$ cat config.mk
export PLATFORM = sky130hd
export DESIGN_NAME = conv_res_bcd
export DESIGN_NICKNAME = d
export VERILOG_FILES = /design/src/rtl/somador_pkg.sv /design/src/rtl/bcd_to_7seg.sv /design/src/rtl/conv_res_bcd.sv
export SDC_FILE = /design/constraint.sdc
export NUM_CORES = 1
export LEC_CHECK = 0
export CAP_MARGIN = 15
export CORE_MARGIN = 2
export CORE_UTILIZATION = 40
export DETAILED_ROUTE_END_ITERATION = 10
export REMOVE_ABC_BUFFERS = 1
export SETUP_SLACK_MARGIN = 0.4
export SLEW_MARGIN = 20
export SYNTH_ARGS = -nofsm -noshare
export SYNTH_HDL_FRONTEND = slang
export SYNTH_SLANG_ARGS = --single-unit
$ cat constraint.sdc
create_clock -name clk -period 3.9 [get_ports clk]
set_clock_uncertainty 0.05 [all_clocks]
set_input_delay 0.78 -clock clk [delete_from_list [all_inputs] [get_ports clk]]
set_output_delay 0.78 -clock clk [all_outputs]
set_load 0.02 [all_outputs]
$ cat src/rtl/somador_pkg.sv
// Shared definitions for the adder result-to-BCD converter: default width,
// FSM state encoding and the BCD digit type.
package somador_pkg;

  localparam int N_DEFAULT = 5;

  typedef enum logic [1:0] {
    IDLE  = 2'd0,
    SHIFT = 2'd1,
    FIN   = 2'd2
  } state_t;

  typedef logic [3:0] bcd_digit_t;

endpackage

$ cat src/rtl/bcd_to_7seg.sv
// Active-low gfedcba decoder for one BCD digit; non-decimal codes blank.
// Present only when CONV_RES_SEVEN_SEG_EN is defined.
`ifdef CONV_RES_SEVEN_SEG_EN
module bcd_to_7seg
  import somador_pkg::*;
(
  input  bcd_digit_t digit_i,
  output logic [6:0] seg_o
);

  always_comb begin
    seg_o = 7'b1111111;
    case (digit_i)
      4'd0: seg_o = 7'b1000000;
      4'd1: seg_o = 7'b1111001;
      4'd2: seg_o = 7'b0100100;
      4'd3: seg_o = 7'b0110000;
      4'd4: seg_o = 7'b0011001;
      4'd5: seg_o = 7'b0010010;
      4'd6: seg_o = 7'b0000010;
      4'd7: seg_o = 7'b1111000;
      4'd8: seg_o = 7'b0000000;
      4'd9: seg_o = 7'b0010000;
      default: seg_o = 7'b1111111;
    endcase
  end

endmodule
`endif

$ cat src/rtl/conv_res_bcd.sv
// Converts the adder's (N+1)-bit 2's-complement sum to sign + two BCD digits
// by double-dabble. Optional segment outputs under CONV_RES_SEVEN_SEG_EN.
module conv_res_bcd
  import somador_pkg::*;
#(
  parameter int N = N_DEFAULT
) (
  input  logic         clk,
  input  logic         RESET,
  input  logic         start,
  input  logic [N:0]   res,
  output logic         busy,
  output logic         done,
  output logic         sign,
  output logic [3:0]   bcd_tens,
  output logic [3:0]   bcd_units
`ifdef CONV_RES_SEVEN_SEG_EN
  ,
  output logic [6:0]   seg_sign,
  output logic [6:0]   seg_tens,
  output logic [6:0]   seg_units
`endif
);

  localparam int CW = $clog2(N + 2);
  localparam logic [CW-1:0] LAST = CW'(N);

  state_t         state_q, state_d;
  logic [N:0]     mag_q, mag_d;
  logic [7:0]     scr_q, scr_d;
  logic [CW-1:0]  cnt_q, cnt_d;
  logic           neg_q, neg_d;
  logic           sign_q, sign_d;
  bcd_digit_t     tens_q, tens_d, units_q, units_d;
  logic [7:0]     adj;
  logic           load;

  always_comb begin
    adj = scr_q;
    if (scr_q[3:0] >= 4'd5) adj[3:0] = scr_q[3:0] + 4'd3;
    if (scr_q[7:4] >= 4'd5) adj[7:4] = scr_q[7:4] + 4'd3;

    state_d = state_q;
    mag_d   = mag_q;
    scr_d   = scr_q;
    cnt_d   = cnt_q;
    neg_d   = neg_q;
    sign_d  = sign_q;
    tens_d  = tens_q;
    units_d = units_q;
    load    = 1'b0;

    case (state_q)
      IDLE: begin
        if (start) begin
          // Unsigned view of -res covers -2^N, which needs all N+1 bits.
          neg_d   = res[N];
          mag_d   = res[N] ? -res : res;
          scr_d   = '0;
          cnt_d   = '0;
          state_d = SHIFT;
        end
      end
      SHIFT: begin
        {scr_d, mag_d} = {adj, mag_q} << 1;
        cnt_d = cnt_q + CW'(1);
        if (cnt_q == LAST) begin
          load    = 1'b1;
          sign_d  = neg_q;
          tens_d  = scr_d[7:4];
          units_d = scr_d[3:0];
          state_d = FIN;
        end
      end
      FIN:     state_d = IDLE;
      default: state_d = IDLE;
    endcase
  end

  always_ff @(posedge clk or posedge RESET) begin
    if (RESET) begin
      state_q <= IDLE;
      mag_q   <= '0;
      scr_q   <= '0;
      cnt_q   <= '0;
      neg_q   <= 1'b0;
      sign_q  <= 1'b0;
      tens_q  <= '0;
      units_q <= '0;
    end else begin
      state_q <= state_d;
      mag_q   <= mag_d;
      scr_q   <= scr_d;
      cnt_q   <= cnt_d;
      neg_q   <= neg_d;
      sign_q  <= sign_d;
      tens_q  <= tens_d;
      units_q <= units_d;
    end
  end

  assign busy      = (state_q != IDLE);
  assign done      = (state_q == FIN);
  assign sign      = sign_q;
  assign bcd_tens  = tens_q;
  assign bcd_units = units_q;

`ifdef CONV_RES_SEVEN_SEG_EN
  logic [6:0] seg_tens_d, seg_units_d;
  logic [6:0] seg_sign_q, seg_tens_q, seg_units_q;

  bcd_to_7seg u_seg_tens  (.digit_i(tens_d),  .seg_o(seg_tens_d));
  bcd_to_7seg u_seg_units (.digit_i(units_d), .seg_o(seg_units_d));

  always_ff @(posedge clk or posedge RESET) begin
    if (RESET) begin
      seg_sign_q  <= '1;
      seg_tens_q  <= '1;
      seg_units_q <= '1;
    end else if (load) begin
      seg_sign_q  <= sign_d ? 7'b0111111 : 7'b1111111;
      seg_tens_q  <= seg_tens_d;
      seg_units_q <= seg_units_d;
    end
  end

  assign seg_sign  = seg_sign_q;
  assign seg_tens  = seg_tens_q;
  assign seg_units = seg_units_q;
`else
  logic unused_load;
  assign unused_load = load;
`endif

endmodule

# Word level (Yosys, flattened, before mapping)
# Index checks and enable logic that the tools add are counted.
[totals]
output_inout_bits = 11
regBits = 29
word_cells = 38
[op_classes]
n_addsub = 4
mux = 12
reduce_logical = 7
n_lt_le_gt_ge = 2
n_eq_ne = 5
[ops]
columns = ["op", "n"]
rows = [
  ["$pmux W8 S2", 1],
  ["$mux W6", 2],
  ["$pmux W6 S2", 1],
  ["$ge A4 B3 Y1 const B", 2],
  ["$mux W8", 1],
  ["$reduce_and A2 Y1", 4],
  ["$mux W3", 2],
  ["$neg A6 Y6", 1],
  ["$pmux W3 S2", 1],
  ["$add A4 B2 Y4 const B", 1],
  ["$mux W2", 2],
  ["$mux W4", 1],
  ["$ne A2 B2 Y1 const B", 2],
  ["$pmux W2 S2", 1],
  ["$reduce_bool A2 Y1", 2],
  ["$add A3 B1 Y3 const B", 1],
  ["$add A3 B2 Y3 const B", 1],
  ["$eq A3 B3 Y1 const B", 1],
  ["$eq A2 B1 Y1 const B", 1],
  ["$eq A2 B2 Y1 const B", 1],
  ["$logic_not A2 Y1", 1],
]

# Logic depth before layout (Yosys ltp)
[logic_depth]
ltp_word = 4
depth_mapped = 6

# Worst setup path after synthesis
# OpenSTA, ideal clock, no wires.
[synth_timing]
path_kind = "input to register"
from = "input res[0]"
to = "register mag_q[1]"
arrival_ps = 1469
cell_stages = 6
required_ps = 3767
setup_slack_ps = 2298
cell_sequence = "inv_1 ha_1 mux2i_1 nor3b_1 a21oi_1 o21ai_0"
[synth_via]
elab_chain_cells = 4
[synth_lines]
columns = ["item", "line", "text"]
rows = [
  ["start, declared", "conv_res_bcd.sv:11", "input logic [N:0] res,"],
  ["$neg A6 Y6", "conv_res_bcd.sv:58", "mag_d = res[N] ? -res : res;"],
  ["$mux W6", "conv_res_bcd.sv:58", ""],
  ["$mux W6", "conv_res_bcd.sv:55", "if (start) begin"],
  ["$pmux W6 S2", "conv_res_bcd.sv:53", "case (state_q)"],
  ["end signal, assigned", "conv_res_bcd.sv:92", "mag_q <= mag_d;"],
  ["end, declared", "conv_res_bcd.sv:29", "logic [N:0] mag_q, mag_d;"],
]
# Every way passes these cells. The select of a mux whose other input is x is not followed.
# A chain may end at the register's enable or synchronous reset.

# Final worst setup path
[layout_timing]
from = "register state_q[1]"
to = "output done"
[layout_via]
elab_chain_cells = 1
[layout_lines]
columns = ["item", "line", "text"]
rows = [
  ["start, declared", "conv_res_bcd.sv:28", "state_t state_q, state_d;"],
  ["start signal, assigned", "conv_res_bcd.sv:91", "state_q <= state_d;"],
  ["$eq A2 B2 Y1", "conv_res_bcd.sv:103", "assign done = (state_q == FIN);"],
  ["end, declared", "conv_res_bcd.sv:13", "output logic done,"],
]
# Every way passes these cells.

==> impl_metrics.yaml <==
outcome:
  outcome: "completed"
floorplan:
  io_pins: 20
  die_height_um: 64
  core_um2: 3390
  dieArea_um2: 4100
  start_util_pct: 42.5
  fp-row-count: 21
  dieWidth_um: 64
clock_tree:
  clock_sinks: 29
  clk_pin_slew_worst_paths_ns: 0.09
  cts-root-buf: "clkbuf_4"
  cts_buffers: 5
  post-cts-setup-buffer-count: 0
  cts-htree-levels: 2
  cts_buffer_depth: 2
  cts_resized: 0
  clkLatencyLatePin_ns: 0.33
  cts_tree: "yes"
  holdBufCountCts: 0
critical_path:
  end_kind: "output port"
  crit_end: "done"
  ff2ff_setup_slack_ns: 2.02
  criticalPathCategory: "register to output port"
  critPathLaunch: "state_q[1]"
  r2r_start: "state_q[0]"
  arrival_ns: 1.54
  regToRegEndpoint: "bcd_units[0]"
  rr_worst_depth: 3
  crit_fanout: 6
  crit_required_ns: 3.07
  start_kind: "register"
worst_hold_path:
  min_path_type: "register to register"
placed_design:
  hpwlAfterDp_um: 1810
  post-place-ws_ns: 1.44
  io_buffers: 19
  routabilityCongestion: 0.729
logic_synthesis:
  synth_compound_area_share_pct: 15.7
  avgSynthCellArea_um2: 10.1
  synth_cell_types: 34
  yosys.area_share.adder_pct: 6.08
  synth_xor_area_share_pct: 3.04
  yosys.area_share.simple_pct: 14.8
  synth_mux_area_share_pct: 5.13
  ys_seq_area_share_pct: 50.4
  synth_top_family_by_area: "compound AO/OA/AOI/OAI gates"
  yosysWarnings: 0
  synth_cells: 143
  syn_area_um2: 1440
  ys_seq_elements: 29
sta:
  period_share_pct: 60.8
  clock.fmax_ghz: 0.422
  drv_slew: 0
  worstMarginPinSlew_ns: 0.982
  finalSetupTns_ns: 0
  setup_viol: 0
  min_period_ns: 2.37
  fin_ws_ns: 1.53
  relSlewSlack_pct: 34.4
  hold_viol: 0
  rsz0062_at_grt: "no"
pwr:
  p_leak_nw: 0.764
  vdd_drop_max_uv: 450
  p_per_area_nw_per_um2: 777
  power.total_mw: 1.34
flow_run:
  max_cap_violations: 0
layout:
  diodes: 0
  area_growth_pct: 19.8
  fillers: 316
  multi_input_area_um2: 644
  nets: 180
  regArea_um2: 726
  drive_gt1_share_pct: 10.9
drt:
  dr.pass1.iters: 4
  drt_iter0_markers: 15
  ant_nets: 0
  num_vias: 1053
  routed_wl_um: 2580
  remaining_drc_errors: 0
  wl_per_cell_um: 12.2
  routed_via_density: 4.99
grt:
  grt-ovfl-total: 0
  grt_first_pass_wirelength_um: 4700
  grt_pass1_vias: 1031
  antenna_found_initial: 0
  grt_usage_pct: 14.9
  grt_max_degree: 30
==> where the power goes <==
part           switching (mW)  leakage [nW]  internal, mW
clock                   0.107        0.0413         0.104
combinational           0.327         0.356         0.272
sequential             0.0989         0.367         0.431
total                   0.534         0.764         0.807
==> logic make-up after synthesis <==
kind of cell | Yosys count
xor gates and xnor gates | 5
AOI/OAI and AO/OA | 39
buffers and inverters | 15
and+or+nand+nor | 42
adders and majority gates | 7
DFF | 29
muxes | 6
==> layout make-up <==
type	instances	area share (%)
multi-input combinational	99	37.3
timing repair buffer	19	11.0
tap	46	3.34
inverter	10	2.18
clock buffer	7	3.77
sequential	29	42.1
clock inverter	1	0.290
==> registers in the layout (all words and copies together) (netlist names) <==
register   cells
bcd_units      4
state_q        2
bcd_tens       4
sign           1
neg_q          1
cnt_q          3
mag_q          6
scr_q          8
==> layer usage <==
layer | share of wire (%) | GRT usage (%)
met4 | 1.8 | 6.52
met2 | 45 | 23.7
met3 | 4.8 | 4.75
met5 | 0 | 0
met1 | 48 | 18.5
==> critical path, cell delays in order, from the launching register on <==
cell             delay, ns
dfrtp_1               0.43
nor2b_1               0.16
clkdlybuf4s50_1       0.61
==> stage by stage <==
stage	std cells	utilization, %	hold WS, ns	area, µm²
6_report	211	50.9	0.432	1730
5_1_grt	211	50.9	0.468	1730
4_1_cts	211	50.9	0.441	1730
3_5_place_dp	203	48.8	0.417	1660
3_3_place_gp	203	48.8	0.413	1660
2_1_floorplan	138	-	0.400	1410
==> synth_stat cells <==
cell type,count,area share (%)
a21boi_0,1,0.52
a21oi_1,8,2.8
a22oi_1,3,1.6
a2bb2oi_1,1,0.61
a31oi_1,1,0.43
buf_2,2,0.70
buf_4,1,0.52
buf_6,1,0.78
clkbuf_1,1,0.26
dfrtp_1,29,50
ha_1,7,6.1
inv_1,9,2.3
inv_2,1,0.26
mux2_1,1,0.78
mux2_2,2,1.6
mux2_4,2,2.1
mux2i_1,1,0.70
nand2_1,20,5.2
nand2b_1,3,1.3
nand3_1,4,1.4
nand3_4,1,1.2
nand3b_1,1,0.52
nor2_1,4,1.0
nor2b_1,3,1.3
nor3_1,2,0.70
nor3b_1,3,1.6
o21ai_0,13,4.5
o21ai_1,7,2.4
o21ai_2,3,1.8
o21bai_1,1,0.52
o31ai_1,1,0.52
or4_1,1,0.52
xnor2_1,4,2.4
xor2_1,1,0.61
==> layout by cell type, fill, tap and decap left out, types with 2 or more instances in the layout <==
cell              n
inv_1             8
nor2b_1           3
mux2_2            2
inv_2             2
nor3_1            2
clkbuf_8          2
dfrtp_1          29
o21ai_0          13
a21oi_1           8
nor3b_1           3
xnor2_1           4
nor2_1            4
nand2b_1          3
clkdlybuf4s50_1  19
mux2_4            2
o21ai_2           3
o21ai_1           7
nand3_1           4
nand2_1          20
clkbuf_4          5
a22oi_1           3
ha_1              7
==> worst min path at each step <==
stage                start  cells after the start  slack, ns           to
2_1_floorplan     scr_q[5]                      2       0.40     scr_q[5]
5_1_grt        bcd_tens[0]                      2       0.47  bcd_tens[0]
6_report       bcd_tens[0]                      2       0.43  bcd_tens[0]
3_5_place_dp   bcd_tens[1]                      2       0.42  bcd_tens[1]
3_3_place_gp   bcd_tens[2]                      2       0.41  bcd_tens[2]
4_1_cts        bcd_tens[0]                      2       0.44  bcd_tens[0]
(Power assumes the default switching activity.)
